**src/rtl/uart_alu_frame_ctrl.sv**
```systemverilog
`default_nettype none
// +----------------------------------------------------------------------------+
// | Module  : uart_alu_frame_ctrl                                              |
// | Purpose : Assembles A/B/opcode frames from UART bytes, runs the ALU and    |
// |           streams the result back LSB byte first.                          |
// | Revision: 1.0  initial release                                             |
// +----------------------------------------------------------------------------+
module uart_alu_frame_ctrl #(
  parameter int DATA_WIDTH = 16,
  parameter int OP_WIDTH   = 6,
  parameter int TIMEOUT    = 100000
) (
  input  logic                  clk,
  input  logic                  reset,
  input  logic [7:0]            rx_data,
  input  logic                  rx_done,
  input  logic                  tx_done,
  input  logic [DATA_WIDTH-1:0] alu_res,
  output logic [DATA_WIDTH-1:0] a,
  output logic [DATA_WIDTH-1:0] b,
  output logic [OP_WIDTH-1:0]   op,
  output logic [7:0]            tx_data,
  output logic                  tx_start,
  output logic                  busy,
  output logic                  frame_done,
  output logic                  timeout_err,
  output logic                  rx_overrun
);

  localparam int NBYTES = DATA_WIDTH / 8;
  localparam int CNT_W  = (NBYTES > 1) ? $clog2(NBYTES) : 1;
  localparam logic [CNT_W-1:0] LAST_BYTE = CNT_W'(NBYTES - 1);
  localparam int IDLE_W = (TIMEOUT > 1) ? $clog2(TIMEOUT + 1) : 1;
  // idle_cnt is 0 in the first cycle after a byte, and timeout_err is
  // registered, so the expiry decision is taken two counts early.
  localparam logic [IDLE_W-1:0] IDLE_FIRE = IDLE_W'((TIMEOUT >= 2) ? TIMEOUT - 2 : 0);

  typedef enum logic [2:0] {
    S_RX_A    = 3'd0,
    S_RX_B    = 3'd1,
    S_RX_OP   = 3'd2,
    S_EXEC    = 3'd3,
    S_TX_LOAD = 3'd4,
    S_TX_WAIT = 3'd5
  } state_t;

  state_t                  state;
  state_t                  next_state;
  logic [CNT_W-1:0]        byte_cnt;
  logic [CNT_W-1:0]        cnt_inc;
  logic [IDLE_W-1:0]       idle_cnt;
  logic [DATA_WIDTH-1:0]   res_reg;
  logic [7:0]              next_byte;
  logic                    cnt_last;
  logic                    partial;
  logic                    expire;

  assign cnt_last = (byte_cnt == LAST_BYTE);
  assign cnt_inc  = byte_cnt + CNT_W'(1);
  assign partial  = (state == S_RX_B) || (state == S_RX_OP) ||
                    ((state == S_RX_A) && (byte_cnt != '0));
  assign expire   = (TIMEOUT != 0) && partial && !rx_done && (idle_cnt == IDLE_FIRE);
  assign tx_start = (state == S_TX_LOAD);
  assign busy     = (state == S_EXEC) || (state == S_TX_LOAD) || (state == S_TX_WAIT);

  always_comb begin
    next_byte = 8'h00;
    for (int i = 0; i < NBYTES; i++) begin
      if (cnt_inc == CNT_W'(i)) next_byte = res_reg[8*i +: 8];
    end
  end

  always_ff @(posedge clk or posedge reset) begin
    if (reset) state <= S_RX_A;
    else       state <= next_state;
  end

  always_comb begin
    next_state = state;
    case (state)
      S_RX_A: begin
        if (expire)                   next_state = S_RX_A;
        else if (rx_done && cnt_last) next_state = S_RX_B;
      end
      S_RX_B: begin
        if (expire)                   next_state = S_RX_A;
        else if (rx_done && cnt_last) next_state = S_RX_OP;
      end
      S_RX_OP: begin
        if (expire)       next_state = S_RX_A;
        else if (rx_done) next_state = S_EXEC;
      end
      S_EXEC:    next_state = S_TX_LOAD;
      S_TX_LOAD: next_state = S_TX_WAIT;
      S_TX_WAIT: begin
        if (tx_done) next_state = cnt_last ? S_RX_A : S_TX_LOAD;
      end
      default:   next_state = S_RX_A;
    endcase
  end

  always_ff @(posedge clk or posedge reset) begin
    if (reset) begin
      a           <= '0;
      b           <= '0;
      op          <= '0;
      tx_data     <= 8'h00;
      res_reg     <= '0;
      byte_cnt    <= '0;
      idle_cnt    <= '0;
      frame_done  <= 1'b0;
      timeout_err <= 1'b0;
      rx_overrun  <= 1'b0;
    end else begin
      frame_done  <= 1'b0;
      timeout_err <= 1'b0;
      rx_overrun  <= rx_done && busy;

      if (!partial || rx_done || expire || (TIMEOUT == 0)) idle_cnt <= '0;
      else                                                 idle_cnt <= idle_cnt + IDLE_W'(1);

      if (expire) begin
        a           <= '0;
        b           <= '0;
        op          <= '0;
        byte_cnt    <= '0;
        timeout_err <= 1'b1;
      end else begin
        case (state)
          S_RX_A: begin
            if (rx_done) begin
              for (int i = 0; i < NBYTES; i++) begin
                if (byte_cnt == CNT_W'(i)) a[8*i +: 8] <= rx_data;
              end
              byte_cnt <= cnt_last ? '0 : cnt_inc;
            end
          end
          S_RX_B: begin
            if (rx_done) begin
              for (int i = 0; i < NBYTES; i++) begin
                if (byte_cnt == CNT_W'(i)) b[8*i +: 8] <= rx_data;
              end
              byte_cnt <= cnt_last ? '0 : cnt_inc;
            end
          end
          S_RX_OP: begin
            if (rx_done) op <= rx_data[OP_WIDTH-1:0];
          end
          S_EXEC: begin
            // First result byte comes straight from the ALU so it is valid
            // in the TX_LOAD cycle alongside tx_start.
            res_reg  <= alu_res;
            tx_data  <= alu_res[7:0];
            byte_cnt <= '0;
          end
          S_TX_WAIT: begin
            if (tx_done) begin
              if (cnt_last) begin
                byte_cnt   <= '0;
                frame_done <= 1'b1;
              end else begin
                byte_cnt <= cnt_inc;
                tx_data  <= next_byte;
              end
            end
          end
          default: ;
        endcase
      end
    end
  end

endmodule
`default_nettype wire

```
**config.mk**
```make
export PLATFORM = sky130hd
export DESIGN_NAME = uart_alu_frame_ctrl
export DESIGN_NICKNAME = d
export VERILOG_FILES = /design/src/rtl/uart_alu_frame_ctrl.sv
export SDC_FILE = /design/constraint.sdc
export NUM_CORES = 1
export LEC_CHECK = 0
export CAP_MARGIN = 20
export CORE_MARGIN = 1.5
export CORE_UTILIZATION = 52
export CTS_BUF_LIST = sky130_fd_sc_hd__clkbuf_2 sky130_fd_sc_hd__clkbuf_4 sky130_fd_sc_hd__clkbuf_8
export CTS_CLUSTER_DIAMETER = 100
export DETAILED_ROUTE_END_ITERATION = 6
export GPL_TIMING_DRIVEN = 1
export PLACE_DENSITY = 0.81
export SYNTH_ARGS = -nofsm -noshare
export SYNTH_HDL_FRONTEND = slang
export SYNTH_SLANG_ARGS = --single-unit
```
**constraint.sdc**
```tcl
create_clock -name clk -period 3.4 [get_ports clk]
set_input_delay 0.51 -clock clk [delete_from_list [all_inputs] [get_ports clk]]
set_output_delay 0.51 -clock clk [all_outputs]
set_load 0.01 [all_outputs]
```
==> out/metrics.csv, run 1 <==
metric,value,unit
Core Rows,30,
first-pass GRT wire length,12800,um
Peak VDD IR,0.451,mV
leakage,2.04,nW
min Tclk post-route,2.74,ns
top flop regs,"idle_cnt x17, a x16, b x16",
Worst setup SP type,flip-flop,
Hold Buf Count CTS,0,
CTS tree,done,
global route total overflow,0,
initial antenna violation count,0,
Setup Buffers After CTS,0,
Routed WL,7670,um
gpl congestion,0.822,
reg2reg path depth,4,
DR WL/cell,15.6,um
ratio of cells with drive above 1 in the final layout,8.52,%
synth unique cells,43,
H-tree levels,3,
"Most flops, register",idle_cnt,
die height,85.9,um
Clock transition at path regs,0.08,ns
largest net degree at the start of global routing,46,
Setup crit end kind,output pin,
Comb power frac,39.9,%
routed vias,2679,
PwrDens,823,nW/um^2
post-DP HPWL,5240,um
CP max FO,17,
hold path cells,1,
Post-Synthesis Cells,330,
multi-input logic area,1510,um^2
Yosys top cell area share,55.3,%
post-place setup slack,0.996,ns
Routed Antenna Nets,0,
Post-synth EDFFs,0,
DIE WIDTH,85.9,um
total track usage,22.5,%
Crit Path Category,reg -> out,
worst clock skew,0.00995,ns
status,finished clean,
Largest register FFs,17,
core region area,6720,um^2
switch share,34.0,%
syn_nets,360,
Vias per Instance,5.46,
Syn-to-layout area delta,29.3,%
Sequential Power Share,41.9,%
max_slew headroom,50.7,%
TritonRoute pass-1 iters,6,
clock root buffer,clkbuf_8,
Seq cells post-synth,79,
initial core utilization,53.2,%
# diodes,0,
Avg Inst Size Synth,10.8,um^2
later-pin clock latency in the skew report,0.36,ns
Tightest Hold Check Type,reg -> reg,
I/O Buffers,78,
unrepaired setup endpoints after global routing,no,
CTS sink cnt,79,
Finish-stage setup viols,0,
async set-reset flop share out of synthesis,100,%
Final Hold Viols,0,
period utilisation layout,80.7,%
vias in the first global route,2599,
Synth area leader,dfrtp_1,
register area,1980,um^2
Worst Path Arrival,2.23,ns
sequential area share after synthesis,55.3,%
final core occ,68.8,%
Achievable Freq,0.364,GHz
Psw,1.29,mW
final setup margin,0.655,ns
worst-margin pin slew,0.736,ns
most frequent cells in the layout,"dfrtp_1 (79), clkdlybuf4s50_1 (78), nor2_1 (66)",
Die ar.,7380,um^2
"commonest non-fill, non-tap cell in the layout",dfrtp_1,
setup tns final,0,ns
Num CTS Buffers,9,
Bufs on Longest Clock Path,2,
synth top area cells,"dfrtp_1 (55%), mux2i_1 (11%), nor2_1 (6.9%), mux2_2 (2.8%), a21oi_1 (2.2%)",
I/O pin cnt,79,
worst endpoint required time,2.89,ns
Int Pwr,2.51,mW
most common flop cell mapped by yosys,dfrtp_1,
"Cell Area, Synth",3570,um^2
fillers,485,
Ys Warns,0,
# nets final,436,
max cap viols,0,
initial DRC count,103,
Remaining DRCs,0,
share of power burned in the clock network,18.1,%
# resized after CTS,0,
max-slew violations,0,
cells in the mapped netlist (all sizes together), types with 2 or more instances:
master / number
dfrtp: 79
nor2: 66
mux2i: 39
a21oi: 16
buf: 10
nand2: 10
nor3b: 10
mux2: 9
xnor2: 9
nand3: 8
nor4: 8
clkbuf: 7
nand4: 7
inv: 5
xor2: 5
and3: 4
nand2b: 4
nor3: 4
o21ai: 4
nor2b: 3
a211oi: 2
and2: 2
ha: 2
nand3b: 2
or4: 2
metrics by stage:
stage / instance area [um^2] / total power, mW / hold slack (ns) / instances
after floorplan: 3570 / 2.34 / 0.471 / 330
after global placement: 4430 / 3.07 / 0.481 / 475
after detailed placement: 4430 / 3.13 / 0.489 / 475
after CTS: 4620 / 3.83 / 0.508 / 491
after global routing: 4620 / 4.05 / 0.527 / 491
final: 4620 / 3.80 / 0.509 / 491
power by group through the flow:
stage	clock, mW	combinational, mW	sequential [mW]
after floorplan	0	0.691	1.65
after global placement	0	1.49	1.59
after detailed placement	0	1.53	1.60
after CTS	0.706	1.53	1.59
after global routing	0.742	1.66	1.65
final	0.690	1.52	1.59
cells by family after synthesis:
logic type | share of synthesized area (%)
AND/OR/NAND/NOR | 19.3
flip-flops | 55.3
multiplexers | 13.8
AO/OA/AOI/OAI | 4.83
buffers and inverters | 2.73
XOR/XNOR | 3.43
adder cells (fa/ha/maj) | 0.700
final timing paths:
path	startpoint	slack (ns)	end
hold reg to reg	res_reg[12]$_DFFE_PP0P_	0.51	res_reg[12]$_DFFE_PP0P_
min in group asynchronous	reset	0.59	state[2]$_DFFE_PP0P_
setup / recovery	state[2]$_DFFE_PP0P_	0.66	busy
max in group asynchronous	reset	2.14	idle_cnt[1]$_DFF_PP0_
hold / removal	res_reg[12]$_DFFE_PP0P_	0.51	res_reg[12]$_DFFE_PP0P_
setup reg to reg	byte_cnt$_DFFE_PP0P_	1.36	a[13]$_DFFE_PP0P_
final cells by class:
| class | instances | area share, % |
|---|---|---|
| clock buffer | 10 | 2.84 |
| clock inverter | 6 | 1.33 |
| inverter | 5 | 0.406 |
| multi-input combinational | 229 | 32.7 |
| sequential | 79 | 42.8 |
| tap | 80 | 2.17 |
| timing repair buffer | 82 | 17.8 |
per-layer routing:
layer / global-route usage [%] / routed length [um] / vias to the layer above
met2: 35.4 / 3840 / 60
li1: - / - / 1296
met1: 30.8 / 3420 / 1313
met5: 0 / 0 / -
met3: 4.62 / 303 / 10
met4: 8.94 / 109 / 0
critical path: stages, from the launching register on:
cell and delay (ns):
dfrtp_1 0.55, nand3b_1 0.56, nand2_1 0.21, clkdlybuf4s50_1 0.55
(Power assumes the default switching activity.)
==> run 2, diff against run 1 <==
==> constraint.sdc (replaced) <==
create_clock -name clk -period 2.6 [get_ports clk]
set_input_delay 0.39 -clock clk [delete_from_list [all_inputs] [get_ports clk]]
set_output_delay 0.39 -clock clk [all_outputs]
set_load 0.01 [all_outputs]
==> run 2 against run 1 <==
Compared with the run above:
- non-clock buffer count is 5 higher
- power is 30% higher
- utilization is 0.63 points higher
- global-route usage is 0.076 points higher
- final cell count is 1.0% higher
- first-iteration DRC count is 4.9% lower
- critical path type unchanged
- worst setup slack worse by 0.28 ns
- sequential power is 30% higher
- clock power is 25% higher
==> out/metrics.csv, run 2 (synthesis results as in run 1) <==
metric,value,unit,change
status,finished clean,,
Vias per Instance,5.50,,+0.84%
TritonRoute pass-1 iters,7,,+1
# nets final,441,,+1.1%
Syn-to-layout area delta,30.5,%,
worst clock skew,0.0114,ns,+0.00147 ns
global route total overflow,0,,unchanged
initial antenna violation count,0,,unchanged
Setup Buffers After CTS,0,,unchanged
"Most flops, register",idle_cnt,,
CTS sink cnt,79,,unchanged
routed vias,2729,,+1.9%
"commonest non-fill, non-tap cell in the layout",dfrtp_1,,
final setup margin,0.373,ns,-0.282 ns
initial core utilization,53.2,%,unchanged
post-place setup slack,0.350,ns,-0.646 ns
Critical-path top delay cell,dfrtp_1,,
DR WL/cell,15.3,um,-1.8%
max cap viols,0,,unchanged
switch share,35.1,%,+1.1 points
PwrDens,1060,nW/um^2,+29%
CTS tree,done,,
"slowest stage delay, CP",0.56,ns,about the same
first-pass GRT wire length,12900,um,+0.86%
Core Rows,30,,unchanged
worst-margin pin slew,0.635,ns,-0.101 ns
min Tclk post-route,2.23,ns,
gpl congestion,0.809,,-1.6%
WHS,0.317,ns,-0.191 ns
# resized after CTS,0,,unchanged
DIE WIDTH,85.9,um,unchanged
H-tree levels,3,,unchanged
Largest register FFs,17,,unchanged
Comb power frac,40.9,%,+1.0 points
top flop regs,"idle_cnt x17, a x16, b x16",,
Tightest Hold Check Type,in -> async,,
vias in the first global route,2682,,+3.2%
Int Pwr,3.22,mW,+28%
unrepaired setup endpoints after global routing,no,,
core region area,6720,um^2,unchanged
ratio of cells with drive above 1 in the final layout,9.62,%,+1.1 points
max-slew violations,0,,unchanged
Routed Antenna Nets,0,,unchanged
die height,85.9,um,unchanged
Placed Area,4480,um^2,+1.1%
total track usage,22.6,%,+0.076 points
Remaining DRCs,0,,unchanged
Clock transition at path regs,0.09,ns,about the same
Routed WL,7610,um,-0.82%
I/O Buffers,78,,unchanged
FF-to-FF Start,state[2]$_DFFE_PP0P_,,
later-pin clock latency in the skew report,0.36,ns,about the same
CP max FO,17,,unchanged
Die ar.,7380,um^2,unchanged
Achievable Freq,0.449,GHz,
# diodes,0,,unchanged
Psw,1.74,mW,+35%
Hold Buf Count CTS,0,,unchanged
initial DRC count,98,,-4.9%
Final Hold Viols,0,,unchanged
Worst Setup SP,state[2]$_DFFE_PP0P_,,
setup tns final,0,ns,unchanged
Sequential Power Share,41.7,%,-0.2 points
max_slew headroom,57.6,%,+6.9 points
I/O pin cnt,79,,unchanged
period utilisation layout,85.7,%,
Bufs on Longest Clock Path,2,,unchanged
clock root buffer,clkbuf_8,,
post-DP HPWL,5380,um,+2.7%
Worst Path Arrival,1.84,ns,-0.39 ns
Crit Path Category,reg -> out,,
fin area,4670,um^2,+0.92%
most frequent cells in the layout,"dfrtp_1 (79), clkdlybuf4s50_1 (78), nor2_1 (66)",,
Num CTS Buffers,9,,unchanged
share of power burned in the clock network,17.4,%,-0.7 points
leakage,2.06,nW,+0.78%
crit-path cells,nand3b_1 -> nand2_1 -> clkdlybuf4s50_1,,
worst endpoint required time,2.21,ns,-0.68 ns
Finish-stage setup viols,0,,unchanged
largest net degree at the start of global routing,35,,-24%
Peak VDD IR,0.560,mV,+24%
Setup crit end kind,output pin,,
Worst setup SP type,flip-flop,,
==> run 2: cell count changes in the layout (fill, tap and decap cells not counted), sizes merged <==
cell      change
clkinvlp      +1
clkbuf        -1
inv           +4
buf           +5
clkinv        -3
bufinv        -1
==> run 2: worst paths after layout <==
check,to,cells after the start,slack [ns]
setup / recovery,busy,3,0.37
hold / removal,res_reg[11]$_DFFE_PP0P_,2,0.32
setup reg to reg,tx_data[2]$_DFFE_PP0P_,5,0.69
hold reg to reg,res_reg[15]$_DFFE_PP0P_,1,0.50
max in group asynchronous,b[15]$_DFFE_PP0P_,3,1.73
min in group clk,res_reg[15]$_DFFE_PP0P_,1,0.50
==> run 2: area by class of cell <==
class | instances | area (um^2)
clock buffer | 9 | 124
timing repair buffer | 87 | 873
inverter | 5 | 18.8
fill | 487 | 2050
multi-input combinational | 229 | 1510
clock inverter | 7 | 61.3
sequential | 79 | 1980
tap | 80 | 100
==> run 2: stage by stage <==
| stage | power (mW) | cells | utilization [%] |
|---|---|---|---|
| floorplan | 3.06 | 330 | - |
| global placement | 4.05 | 480 | 66.7 |
| detailed placement | 4.13 | 480 | 66.7 |
| CTS | 5.00 | 496 | 69.4 |
| global route | 5.28 | 496 | 69.4 |
| finish | 4.96 | 496 | 69.4 |
==> run 2: power by group through the flow <==
stage / sequential (mW) / combinational [mW] / clock (mW)
2_1_floorplan: 2.15 / 0.904 / 0
3_3_place_gp: 2.06 / 1.99 / 0
3_5_place_dp: 2.09 / 2.04 / 0
4_1_cts: 2.07 / 2.05 / 0.874
5_1_grt: 2.14 / 2.21 / 0.938
6_report: 2.07 / 2.03 / 0.863
==> run 2: metal layers <==
layer | wire length (um) | GRT usage, % | part of all wire [%] | vias up
met1 | 3340 | 30.1 | 44 | 1347
met3 | 268 | 4.04 | 3.5 | 9
met2 | 3900 | 37.5 | 51 | 60
met4 | 99 | 7.92 | 1.3 | 0
li1 | - | - | - | 1313
met5 | 0 | 0 | 0 | -
==> run 2: critical path, delay by kind of cell, from the launching register on <==
kind	cells	cell delay (ns)
buf+inv	1	0.54
simple gates	2	0.39
flops	1	0.56
